===== src/rtl/mem_access_unit.sv =====
// Memory-stage access engine: splits one DATA_W-bit load/store into BUS_W-bit
// bus beats with byte enables, handling misalignment and word-address wrap.
module mem_access_unit #(
  parameter int DATA_W = 32,
  parameter int BUS_W  = 16,
  parameter int ADDR_W = 32
) (
  input  logic                              clock,
  input  logic                              reset,
  input  logic                              req_valid,
  input  logic                              req_write,
  input  logic [ADDR_W-1:0]                 req_addr,
  input  logic [DATA_W-1:0]                 req_wdata,
  output logic                              req_ready,
  output logic                              stall,
  output logic                              resp_valid,
  output logic [DATA_W-1:0]                 resp_rdata,
  output logic [ADDR_W-$clog2(BUS_W/8)-1:0] bus_addr,
  output logic                              bus_read,
  output logic                              bus_write,
  output logic [BUS_W/8-1:0]                bus_be,
  output logic [BUS_W-1:0]                  bus_wdata,
  input  logic [BUS_W-1:0]                  bus_rdata,
  input  logic                              bus_wait
);

  localparam int LANES      = BUS_W / 8;
  localparam int OFFS_W     = $clog2(LANES);
  localparam int WADDR_W    = ADDR_W - OFFS_W;
  localparam int DATA_BYTES = DATA_W / 8;
  localparam int MAX_BEATS  = DATA_W / BUS_W + 1;
  localparam int BEAT_W     = $clog2(MAX_BEATS + 1);
  localparam int OFF_REG_W  = (OFFS_W > 0) ? OFFS_W : 1;

  typedef enum logic [1:0] {IDLE, ACCESS, DONE} stateT;

  stateT               state;
  stateT               nextState;
  logic [WADDR_W-1:0]  wordAddrReg;
  logic [OFF_REG_W-1:0] offReg;
  logic [OFF_REG_W-1:0] reqOff;
  logic                writeReg;
  logic [DATA_W-1:0]   wdataReg;
  logic [DATA_W-1:0]   rdataAcc;
  logic [DATA_W-1:0]   rdataNext;
  logic [DATA_W-1:0]   respRdata;
  logic [BEAT_W-1:0]   beatIdx;
  logic [BEAT_W-1:0]   numBeats;
  logic [BEAT_W-1:0]   reqBeats;
  logic                accept;
  logic                beatDone;
  logic                lastBeat;
  logic [LANES-1:0]    beBeat;
  logic [BUS_W-1:0]    wdataBeat;
  int                  byteIdx;

  generate
    if (OFFS_W > 0) begin : genOff
      assign reqOff = req_addr[OFF_REG_W-1:0];
    end else begin : genNoOff
      assign reqOff = '0;
    end
  endgenerate

  // Beats needed to cover the word once it is shifted up by its lane offset
  assign reqBeats   = BEAT_W'((int'(reqOff) + DATA_BYTES + LANES - 1) / LANES);
  assign accept     = (state == IDLE) && req_valid;
  assign beatDone   = (state == ACCESS) && !bus_wait;
  assign lastBeat   = (beatIdx == numBeats - BEAT_W'(1));
  assign resp_rdata = respRdata;

  // Map each lane of the current beat back to a byte of the request word
  always_comb begin
    beBeat    = '0;
    wdataBeat = '0;
    rdataNext = rdataAcc;
    byteIdx   = 0;
    for (int j = 0; j < LANES; j++) begin
      byteIdx = int'(beatIdx) * LANES + j - int'(offReg);
      if (byteIdx >= 0 && byteIdx < DATA_BYTES) begin
        beBeat[j]                  = 1'b1;
        wdataBeat[j*8 +: 8]        = wdataReg[byteIdx*8 +: 8];
        rdataNext[byteIdx*8 +: 8]  = bus_rdata[j*8 +: 8];
      end
    end
  end

  always_ff @(posedge clock) begin
    if (reset) begin
      state <= IDLE;
    end else begin
      state <= nextState;
    end
  end

  always_comb begin
    nextState  = state;
    req_ready  = 1'b0;
    stall      = 1'b0;
    resp_valid = 1'b0;
    bus_read   = 1'b0;
    bus_write  = 1'b0;
    bus_be     = '0;
    bus_wdata  = '0;
    bus_addr   = '0;
    unique case (state)
      IDLE: begin
        req_ready = 1'b1;
        stall     = req_valid;
        if (req_valid) begin
          nextState = ACCESS;
        end
      end
      ACCESS: begin
        stall     = 1'b1;
        bus_read  = !writeReg;
        bus_write = writeReg;
        bus_be    = beBeat;
        bus_addr  = wordAddrReg + WADDR_W'(beatIdx);
        if (writeReg) begin
          bus_wdata = wdataBeat;
        end
        if (!bus_wait && lastBeat) begin
          nextState = DONE;
        end
      end
      DONE: begin
        stall      = 1'b1;
        resp_valid = 1'b1;
        nextState  = IDLE;
      end
      default: nextState = IDLE;
    endcase
  end

  // Request latch, beat counter and load-data assembly
  always_ff @(posedge clock) begin
    if (reset) begin
      wordAddrReg <= '0;
      offReg      <= '0;
      writeReg    <= 1'b0;
      wdataReg    <= '0;
      beatIdx     <= '0;
      numBeats    <= '0;
      rdataAcc    <= '0;
      respRdata   <= '0;
    end else if (accept) begin
      wordAddrReg <= req_addr[ADDR_W-1:OFFS_W];
      offReg      <= reqOff;
      writeReg    <= req_write;
      wdataReg    <= req_wdata;
      beatIdx     <= '0;
      numBeats    <= reqBeats;
      rdataAcc    <= '0;
    end else if (beatDone) begin
      beatIdx <= beatIdx + BEAT_W'(1);
      if (!writeReg) begin
        rdataAcc <= rdataNext;
        if (lastBeat) begin
          respRdata <= rdataNext;
        end
      end
    end
  end

endmodule


===== config.mk =====
export PLATFORM = sky130hd
export DESIGN_NAME = mem_access_unit
export DESIGN_NICKNAME = d
export VERILOG_FILES = /design/src/rtl/mem_access_unit.sv
export SDC_FILE = /design/constraint.sdc
export NUM_CORES = 1
export LEC_CHECK = 0
export ABC_CLOCK_PERIOD_IN_PS = 8670
export BUFFER_PORTS_ARGS = -buffer_cell sky130_fd_sc_hd__buf_2
export CORE_MARGIN = 10
export CORE_UTILIZATION = 43
export CTS_CLUSTER_SIZE = 10
export DETAILED_ROUTE_END_ITERATION = 8
export GPL_TIMING_DRIVEN = 0
export PLACE_DENSITY_LB_ADDON = 0.25
export SLEW_MARGIN = 20
export SYNTH_ARGS = -nofsm -noshare
export SYNTH_HDL_FRONTEND = slang
export SYNTH_SLANG_ARGS = --single-unit

===== constraint.sdc =====
create_clock -name clock -period 8.67 [get_ports clock]
set_input_delay 1.734 -clock clock [delete_from_list [all_inputs] [get_ports clock]]
set_output_delay 1.734 -clock clock [all_outputs]
set_load 0.005 [all_outputs]

==> summary.md <==
| Metric | Value |
|---|---|
| DR WL met2 | 10800 microns |
| YS warnings | 0 |
| Area of the multi-input gates | roughly 4100 sq um |
| Pint | around 0.0013 W |
| Worst Hold Path Cells | 2 |
| Crit end category | output pin |
| Post-synthesis async set-or-reset flop share | 0 |
| CTS Hold Bufs | 0 |
| Max Cap Viol | 0 |
| Req. time, crit path | 6.94 ns |
| Diode count | 0 |
| Outcome | completed |
| Final GP Congestion | between 0.8 and 0.9 |
| Static Leak | between 3 and 4 nW |
| WL/cell | ~18 microns |
| Rows | between 40 and 50 |
| Total grt overflow | 0 |
| CORE AREA | approximately 16000 sq um |
| Hold Path Class | flop to flop |
| Vias | 7034 |
| # port buffers | 170 |
| Top Layer Used | met4 |
| Die area | between 20000 and 25000 sq um |
| Syn avg cell area | 8.27 sq um |
| Flop pwr share | 0.386 |
| Detail Placement HPWL | roughly 17000 microns |
| 1st-pass router iterations | 7 |
| TritonCTS clock tree | built |
| Post-placement cell count | between 1000 and 1500 |
| Worst VDD drop | about 0.16 mV |
| DR iter-0 viols | between 600 and 700 |
| Final hold violations | 0 |
| Pwr dens | 192 nW/um^2 |
| Fill cell count | 1604 |
| Crit start category | primary input |
| First-pass GRT wire length | between 30000 and 40000 microns |
| Period utilization | 0.553 |
| Initial Util | 0.435 |
| Final instance count without filler cells | 1288 |
| Vias in the first global route | 7028 |
| Synth Instances | approximately 870 |
| Top-area cell type share of the netlist area | 0.375 |
| Post-synthesis sequential area ratio | 0.375 |
| Met3 Wirelength | between 1500 and 2000 microns |
| Mapped cell area | a little over 7000 sq um |
| H-tree levels | 4 |
| DRT antenna net count | 0 |
| Top cells by count, synth | nand2_1 (179), dfxtp_1 (134), a21oi_1 (110) |
| Most common cell in the synthesized netlist | nand2_1 |
| Area grow syn2layout | 25.1% |
| Root Buffer | clkbuf_16 |
| Switching power | roughly 0.00044 W |
| Share of cells above drive strength 1 | 0.235 |
| Via density | between 5 and 6 |
| Cell variety after synth | 62 |
| Cts bufs inserted | 17 |
| M1 WL | a little under 10000 microns |
| Slew headroom | 0.460 |
| Sw Ratio | 0.259 |
| Cts repair resizes | 0 |
| Slowest-stage cell, CP | clkbuf_1 |
| Finished Core Util | 0.544 |
| Final count of negative-setup-slack endpoints | 0 |
| I/O Pins | about 170 |
| Final wirelength | between 20000 and 25000 microns |
| Crit Path Max Fanout | 10 |
| Area contributors post-synth | dfxtp_1 (37%), nand2_1 (9.4%), a21oi_1 (7.7%) |
| Critical path class | primary input to output pin |
| Worst Clk Skew | 0.00995 ns |
| Sum Neg Setup Slack | 0 ns |
| Cells along the critical path | buf_2, and2_1, clkbuf_1, clkbuf_1, nor2_1, nor2_1, buf_2 |
| Min Tclk post-route | 4.80 ns |
| # DRC | 0 |
| Syn nets | 965 |
| Clock Power Share | 0.482 |
| Gate power share | 0.132 |
| FF-to-FF path depth | 15 |
| Clock buffer depth | 2 |
| FF+latch area | between 2000 and 3000 sq um |
| RSZ-0062 raised after global routing | no |
| Clk sink count | between 100 and 150 |
| Worst-Skew Late Latency | between 0.4 and 0.5 ns |
| Die H | 149 microns |
| Largest stage delay, worst path | approximately 0.42 ns |
| WP data arrival | 3.06 ns |
| Flops & latches, synth | ~130 |
| Post-CTS Setup Inserts | 0 |
| Slew at the pin closest to its max-slew limit | ~0.80 ns |
| Die W | 149 microns |
| Design Area, Final | roughly 9000 sq um |
| Largest net degree at the start of global routing | 17 |
| Synth area leader | dfxtp_1 |
| Clock transition at path regs | around 0.05 ns |
| GRT Overall Usage | 0.203 |
| Most common flop cell mapped by yosys | dfxtp_1 |
| Maximum clock rate | about 210 MHz |
| Initial antenna violation count | 0 |
| Post-synth EDFFs | 0 |
| Area after DPL | slightly above 8000 sq um |
| Nets@finish | about 1200 |
| Slew Limit Fails | 0 |
## flip-flops by register name, indices dropped and copies added (netlist names)
name / cells
rdataAcc: 32
resp_rdata: 32
wdataReg: 32
wordAddrReg: 31
beatIdx: 2
numBeats: 2
state: 2
writeReg: 1
## final timing paths
path	end	start	slack, ns
hold reg to reg	resp_rdata[13]	resp_rdata[13]	0.45
hold / removal	resp_rdata[13]	resp_rdata[13]	0.45
setup / recovery	stall	req_valid	3.87
setup reg to reg	resp_rdata[8]	beatIdx[0]	4.41
## kinds of logic after synthesis
kind of cell    count (synthesis)  share of synthesized area
fa+ha+maj                      14                     0.0255
mux                            40                     0.0844
buf+inv                        79                     0.0463
xor+xnor                       28                     0.0362
compound gates                225                      0.194
simple gates                  346                      0.239
flops                         134                      0.375
## placed cells by master (no fill, tap or decap), drive strengths merged, types with 9 or more instances in the layout
cell type,instances
a21o,10
mux4,16
ha,13
o211ai,15
nand2,179
o21ai,33
and2,29
xnor2,23
buf,189
nand4,10
a21oi,113
nor3,11
clkbuf,65
inv,15
a211oi,9
nand3,25
nor2,32
mux2i,24
and3,13
nor2b,15
dfxtp,134
## critical path: cells and delay by family
kind	cells	cell delay [ns]
and+or+nand+nor	3	0.35
buffers and inverters	4	0.98
## through the flow
| stage | hold WS, ns | setup slack, ns | total power (W) |
|---|---|---|---|
| after floorplan | 0.428 | 4.44 | 0.000814 |
| after global placement | 0.439 | 3.91 | 0.000898 |
| after detailed placement | 0.445 | 3.90 | 0.000901 |
| after CTS | 0.453 | 3.83 | 0.00172 |
| after global routing | 0.471 | 3.59 | 0.00178 |
| final | 0.447 | 3.87 | 0.00172 |
## metal layers
layer	global-route usage	up-vias
li1	-	3449
met1	0.253	3298
met2	0.334	253
met3	0.0573	34
met4	0.0589	0
met5	0	-
## power by group through the flow
| stage | registers [W] | logic [W] | clock network [W] |
|---|---|---|---|
| finish | 0.000663 | 0.000228 | 0.000828 |
| global route | 0.000666 | 0.000252 | 0.000858 |
| CTS | 0.000663 | 0.000227 | 0.000835 |
| detailed placement | 0.000676 | 0.000225 | 0 |
| global placement | 0.000675 | 0.000223 | 0 |
| floorplan | 0.000669 | 0.000145 | 0 |
## area by class of cell
class | instances | area share
clock inverters | 12 | 0.0251
repair buffers | 170 | 0.0950
well taps | 220 | 0.0307
plain buffers | 64 | 0.0307
multi-input cells | 653 | 0.463
flip-flops and latches | 134 | 0.299
inverters | 15 | 0.00628
clock buffers | 20 | 0.0499
Note: power is estimated with default switching activity, not from simulation.
